===== src/rtl/hashcore_pkg.sv =====
// Shared constants, types and helpers for the hashing-core nonce sequencer
// and its golden-nonce FIFO.
package hashcore_pkg;

    localparam int NONCE_W        = 32;
    localparam int DEF_WARMUP     = 64;
    localparam int DEF_GN_OFFSET  = 65;

    // Captured golden nonce waiting to be pushed into the FIFO.
    typedef struct packed {
        logic               vld;
        logic [NONCE_W-1:0] data;
    } gn_cap_t;

    // Ceiling log2, never below 1 so counters and pointers keep a real width.
    function automatic int clog2(input int n);
        int r;
        r = 0;
        for (int i = 0; i < 31; i++) begin
            if ((1 << i) < n) begin
                r = i + 1;
            end
        end
        return (r == 0) ? 1 : r;
    endfunction

endpackage


===== src/rtl/gn_fifo.sv =====
// Small synchronous first-word fall-through FIFO with a valid/ready read port
// and a full flag; a pop in the same cycle frees space for a push.
module gn_fifo
    import hashcore_pkg::*;
#(
    parameter int WIDTH = 32,
    parameter int DEPTH = 4
) (
    input  logic             i_clk,
    input  logic             i_rst_n,
    input  logic             i_push,
    input  logic [WIDTH-1:0] i_push_data,
    input  logic             i_ready,
    output logic             o_valid,
    output logic [WIDTH-1:0] o_data,
    output logic             o_full
);

    localparam int ADDR_W = clog2(DEPTH);
    localparam int CW     = ADDR_W + 1;
    localparam logic [CW-1:0] CNT_FULL = CW'(DEPTH);

    logic [WIDTH-1:0]  r_mem [DEPTH];
    logic [ADDR_W-1:0] r_wr_ptr;
    logic [ADDR_W-1:0] r_rd_ptr;
    logic [CW-1:0]     r_count;
    logic              w_pop;
    logic              w_wr;

    assign o_valid = (r_count != '0);
    assign o_full  = (r_count == CNT_FULL);
    assign o_data  = r_mem[r_rd_ptr];
    assign w_pop   = o_valid & i_ready;
    assign w_wr    = i_push & (~o_full | w_pop);

    // Storage, pointers and occupancy; DEPTH is a power of two so pointers wrap naturally.
    always_ff @(posedge i_clk or negedge i_rst_n) begin
        if (!i_rst_n) begin
            for (int i = 0; i < DEPTH; i++) begin
                r_mem[i] <= '0;
            end
            r_wr_ptr <= '0;
            r_rd_ptr <= '0;
            r_count  <= '0;
        end else begin
            if (w_wr) begin
                r_mem[r_wr_ptr] <= i_push_data;
                r_wr_ptr        <= r_wr_ptr + ADDR_W'(1);
            end
            if (w_pop) begin
                r_rd_ptr <= r_rd_ptr + ADDR_W'(1);
            end
            case ({w_wr, w_pop})
                2'b10:   r_count <= r_count + CW'(1);
                2'b01:   r_count <= r_count - CW'(1);
                default: r_count <= r_count;
            endcase
        end
    end

endmodule


===== src/rtl/hashcore_seq.sv =====
// Nonce sequencer and golden-nonce collector placed beside one pipelined
// BLAKE core: drives the nonce stream and queues matches for the comms block.
module hashcore_seq
    import hashcore_pkg::*;
#(
    parameter int PREFIX_BITS = 3,
    parameter int WARMUP      = DEF_WARMUP,
    parameter int GN_OFFSET   = DEF_GN_OFFSET,
    parameter int GN_DEPTH    = 4,
    parameter int STOP_AT_END = 0,
    localparam int MSB_W      = (PREFIX_BITS == 0) ? 1 : PREFIX_BITS
) (
    input  logic               hash_clk,
    input  logic               reset_n,
    input  logic               shift,
    input  logic [MSB_W-1:0]   nonce_msb,
    input  logic [NONCE_W-1:0] initnonce,
    input  logic               gn_match,
    output logic [NONCE_W-1:0] nonce_out,
    output logic               gn_valid,
    output logic [NONCE_W-1:0] gn_data,
    input  logic               gn_ready,
    output logic               gn_overflow,
    output logic               done
);

    localparam int CNT_W  = NONCE_W - PREFIX_BITS;
    localparam int WARM_W = clog2(WARMUP + 1);
    localparam int DRN_W  = clog2(GN_OFFSET + 1);
    localparam logic [CNT_W-1:0]  CNT_END  = '1;
    localparam logic [WARM_W-1:0] WARM_MAX = WARM_W'(WARMUP);
    localparam logic [DRN_W-1:0]  DRN_MAX  = DRN_W'(GN_OFFSET);

    logic [1:0]         r_rst_sync;
    logic               w_rst_n;
    logic               r_shift_d;
    logic               r_armed;
    logic               r_done;
    logic               r_overflow;
    logic [WARM_W-1:0]  r_warm;
    logic [CNT_W-1:0]   r_cnt;
    logic [DRN_W-1:0]   r_drain;
    gn_cap_t            r_cap;
    logic               w_load;
    logic               w_hold;
    logic               w_match_ok;
    logic               w_pop;
    logic               w_drop;
    logic               w_fifo_full;
    logic [NONCE_W-1:0] w_nonce;
    logic [NONCE_W-1:0] w_golden;

    generate
        if (PREFIX_BITS == 0) begin : g_nopfx
            assign w_nonce = r_cnt;
        end else begin : g_pfx
            logic w_unused_init;
            assign w_nonce       = {nonce_msb, r_cnt};
            assign w_unused_init = ^initnonce[NONCE_W-1:CNT_W];
        end
    endgenerate

    // Reset asserts asynchronously but leaves only on a clock edge.
    always_ff @(posedge hash_clk or negedge reset_n) begin
        if (!reset_n) begin
            r_rst_sync <= 2'b00;
        end else begin
            r_rst_sync <= {r_rst_sync[0], 1'b1};
        end
    end
    assign w_rst_n = r_rst_sync[1];

    assign w_load     = r_shift_d & ~shift;
    assign w_hold     = (STOP_AT_END != 0) && (r_cnt == CNT_END);
    // During drain the frozen count is extended by the drain counter.
    assign w_golden   = w_nonce + {{(NONCE_W-DRN_W){1'b0}}, r_drain} - NONCE_W'(GN_OFFSET);
    assign w_match_ok = r_armed & (r_warm == WARM_MAX) & gn_match & ~r_done
                        & ~(w_hold & (r_drain == DRN_MAX));
    assign w_pop      = gn_valid & gn_ready;
    assign w_drop     = r_cap.vld & w_fifo_full & ~w_pop;

    // Sequencer state: arming, warm-up, nonce count, drain, capture and overflow.
    always_ff @(posedge hash_clk or negedge w_rst_n) begin
        if (!w_rst_n) begin
            r_shift_d  <= 1'b0;
            r_armed    <= 1'b0;
            r_warm     <= '0;
            r_cnt      <= '0;
            r_drain    <= '0;
            r_done     <= 1'b0;
            r_overflow <= 1'b0;
            r_cap      <= '0;
        end else begin
            r_shift_d <= shift;
            r_armed   <= r_armed | shift;

            if (!r_armed || r_shift_d) begin
                r_warm <= '0;
            end else if (r_warm != WARM_MAX) begin
                r_warm <= r_warm + WARM_W'(1);
            end

            if (w_load) begin
                r_cnt   <= initnonce[CNT_W-1:0];
                r_drain <= '0;
                r_done  <= 1'b0;
            end else if (w_hold) begin
                if (r_drain != DRN_MAX) begin
                    r_drain <= r_drain + DRN_W'(1);
                end
                r_done <= r_done | (r_drain == (DRN_MAX - DRN_W'(1)));
            end else begin
                r_cnt   <= r_cnt + CNT_W'(1);
                r_drain <= '0;
            end

            r_cap.vld  <= w_match_ok;
            r_cap.data <= w_golden;

            if (w_load) begin
                r_overflow <= 1'b0;
            end else if (w_drop) begin
                r_overflow <= 1'b1;
            end
        end
    end

    gn_fifo #(
        .WIDTH (NONCE_W),
        .DEPTH (GN_DEPTH)
    ) u_gn_fifo (
        .i_clk       (hash_clk),
        .i_rst_n     (w_rst_n),
        .i_push      (r_cap.vld),
        .i_push_data (r_cap.data),
        .i_ready     (gn_ready),
        .o_valid     (gn_valid),
        .o_data      (gn_data),
        .o_full      (w_fifo_full)
    );

    assign nonce_out   = w_nonce;
    assign gn_overflow = r_overflow;
    assign done        = r_done;

endmodule


===== config.mk =====
export PLATFORM = sky130hd
export DESIGN_NAME = hashcore_seq
export DESIGN_NICKNAME = d
export VERILOG_FILES = /design/src/rtl/hashcore_pkg.sv /design/src/rtl/gn_fifo.sv /design/src/rtl/hashcore_seq.sv
export SDC_FILE = /design/constraint.sdc
export NUM_CORES = 1
export LEC_CHECK = 0
export ABC_AREA = 1
export BUFFER_PORTS_ARGS = -buffer_cell sky130_fd_sc_hd__buf_2
export CAP_MARGIN = 30
export CORE_UTILIZATION = 35
export DETAILED_ROUTE_END_ITERATION = 10
export PLACE_DENSITY = 0.63
export SETUP_SLACK_MARGIN = 0.3
export SYNTH_ARGS = -nofsm -noshare
export SYNTH_HDL_FRONTEND = slang
export SYNTH_SLANG_ARGS = --single-unit

===== constraint.sdc =====
create_clock -name hash_clk -period 8.05 [get_ports hash_clk]
set_input_delay 1.61 -clock hash_clk [delete_from_list [all_inputs] [get_ports hash_clk]]
set_output_delay 1.61 -clock hash_clk [all_outputs]
set_load 0.01 [all_outputs]

==> summary.txt <==
Timing
  – Final Hold Vio Count: 0
  – Final setup violation count: 0
  – Period minus WS final: 5.14 ns
  – Slew HR: 33.1%
  – Unrepaired setup endpoints after global routing: false
  – Hold slack: 0.355 ns
  – Clk_skew: 0.0141 ns
  – Fin. max-slew vios: 0
  – Period utilisation layout: 63.9%
  – Fin worst setup slack: 2.91 ns
  – Peak Freq: 195 MHz
  – Slew @ Worst Pin: 1.00 ns
  – Setup TNS: 0 ns

Critical path
  – Worst path required time: 6.44 ns
  – CP Launch Type: flip-flop
  – Crit Path Category: flip-flop to output pin
  – Crit path from: u_gn_fifo.r_rd_ptr[0]
  – CP most frequent cell: buf_4
  – Critical Path End Type: output pin
  – Worst Path Buf+Inv: 4
  – Top cell family by delay on the critical path: buffers and inverters
  – FF-to-FF Start: u_gn_fifo.r_count[1]
  – Max FO, Critical Path: 67
  – CP max stage delay: 1.00 ns
  – CP Cell Sequence: buf_4, clkinv_1, buf_4, o21ai_0, o22ai_1, buf_2
  – Crit-path slowest cell: clkinv_1
  – Worst endpoint data arrival time: 3.53 ns

Final layout
  – Footprint of the multi-input gates: 4650 um^2
  – Fill count: 3033
  – Post-route insts no fill: 1833
  – Register area: 5240 um^2
  – Commonest non-fill, non-tap cell in the layout: nand2_1
  – Layout Area Growth over Synthesis: 14.9%
  – NumNets Final: 1483
  – Commonest cells after routing, fill and taps aside: nand2_1, dfrtp_1, o21ai_0
  – Share of layout cells above drive strength 1: 12.7%
  – N_diodes: 0

Clock tree
  – Clock Latency Late Sink: 0.52 ns
  – Clk sinks: 209
  – CTS Hold Bufs: 0
  – H-tree Lvls: 1
  – Num CTS Buffers: 24
  – CTS root buffer: clkbuf_16
  – CTS resizes: 0
  – Post-CTS Setup Bufs: 0
  – Longest Clk Path Bufs: 3
  – TritonCTS clock tree: done
  – CTS clk-pin slew, worst paths: 0.06 ns

Floorplanning
  – I/O Pins: 107
  – Die X: 175 um
  – Die area: 30600 um^2
  – Starting Density: 36.0%
  – CORE AREA: 29000 um^2
  – Die H: 175 um
  – Row count: 62

Routing
  – Via count: 9238
  – Drt first pass iters: 5
  – DRT iter0 DRCs: 897
  – Post-Route WL: 29100 um
  – DR vias/cell: 5.04
  – Final ANT Viol Nets: 0
  – Wire per inst: 15.9 um
  – DRC: 0

Flow run
  – Maxcap violations: 0

Global route
  – Largest net degree at the start of global routing: 93
  – Number of global-route vias before repair: 8805
  – Gr ovfl total: 0
  – First-pass GRT wire length: 46700 um
  – Initial antenna violation count: 0
  – All-Layer GR Usage: 19.0%

Placed design
  – # port buffers: 102
  – HPWL Detailed: 18400 um
  – Placed instance count: 1791
  – Dpl ws: 3.45 ns
  – Routability Congestion: 0.847

Yosys
  – Synth Warn #: 0
  – Cells after Synth: 1364
  – Syn_area_per_cell: 7.66 um^2
  – Register area share after synthesis: 50.0%
  – Post-synthesis cell area: 10500 um^2
  – Post-synth cell types: 36
  – Syn Nets: 1414
  – Post-synthesis register bit count: 209

Pwr
  – LEAKAGE: 6.15 nW
  – Power Density: 269 nW/um^2
  – VDD IR max: 0.139 mV

Outcome
  – Status: complete, no violations

Hold path
  – Hold Crit Class: flip-flop to flip-flop
  – Worst hold start: r_rst_sync[0]
[where the power goes]
group / switching, W / leakage (nW) / internal [W]
Sequential: 0.000131 / 2.75 / 0.00113
Combinational: 0.000611 / 3.02 / 0.000308
Clock: 0.000435 / 0.380 / 0.000620
Total: 0.00118 / 6.15 / 0.00206
[worst paths after layout]
path / end / slack (ns) / depth (start not counted)
min in group asynchronous: u_gn_fifo.r_mem[103] / 0.44 / 0
max in group asynchronous: r_cap[19] / 6.23 / 1
max reg2reg: u_gn_fifo.r_count[2] / 5.71 / 9
min reg2reg: r_rst_sync[1] / 0.36 / 0
min: r_rst_sync[1] / 0.36 / 0
max: gn_data[13] / 2.91 / 6
[synth_stat cells]
cell type,number,area share (%)
a21oi_1,14,0.67
a31oi_1,5,0.30
and2_1,4,0.24
buf_1,1,0.036
buf_2,24,1.1
buf_4,7,0.50
buf_6,2,0.22
clkbuf_1,36,1.3
clkbuf_2,1,0.048
clkinv_1,2,0.072
conb_1,2,0.072
dfrtp_1,209,50
fa_1,1,0.19
ha_1,9,1.1
inv_1,62,2.2
inv_2,3,0.11
nand2_1,472,17
nand2_2,5,0.30
nand2_4,3,0.32
nand3_1,39,1.9
nand3_2,1,0.096
nand3b_1,2,0.14
nand3b_2,1,0.11
nand4_1,8,0.48
nor2_1,153,5.5
nor2_2,10,0.60
nor2_4,6,0.65
nor3_1,7,0.34
nor4_1,1,0.060
o21ai_0,203,9.7
o21ai_1,15,0.72
o22ai_1,32,1.9
o31ai_2,1,0.12
or2_2,1,0.060
xnor2_1,3,0.25
xor2_1,19,1.6
[cell type report]
type	instances	area share, %
inverters	67	2.09
flip-flops and latches	209	43.6
clock buffers	33	5.62
well taps	384	4.00
repair buffers	114	5.17
multi-input cells	1017	38.8
clock inverters	9	0.771
[kinds of logic (layout without fill, tap and decap cells)]
family / Yosys count / count (layout) / synth area share [%]
compound gates: 270 / 270 / 13.4
flops: 209 / 209 / 50.0
xor+xnor: 22 / 22 / 1.84
other cells: 2 / 2 / 0.0718
fa+ha+maj: 10 / 10 / 1.27
buf+inv: 138 / 223 / 5.65
simple gates: 713 / 713 / 27.7
[state kept, by name, indices dropped and copies added, names as in the netlist, 2 cells and up]
register and flops:
r_rst_sync 2, u_gn_fifo.r_count 3, r_warm 7, u_gn_fifo.r_rd_ptr 2
r_cnt 29, r_cap 33, u_gn_fifo.r_mem 128, u_gn_fifo.r_wr_ptr 2
[per-layer routing]
layer	up-vias	routed length, um	GRT usage, %
met5	-	0	0
met4	0	557	4.09
met3	39	1670	2.20
met2	301	13200	30.7
met1	4382	13600	27.4
li1	4516	-	-
[per-stage QoR]
stage | area [um^2] | util [%] | power (W)
6_report | 12000 | 41.4 | 0.00324
5_1_grt | 12000 | 41.4 | 0.00342
4_1_cts | 12000 | 41.4 | 0.00326
3_5_place_dp | 11200 | 38.7 | 0.00220
3_3_place_gp | 11200 | 38.6 | 0.00219
2_1_floorplan | 10500 | - | 0.00182
Power figures use the tool's default switching activity.
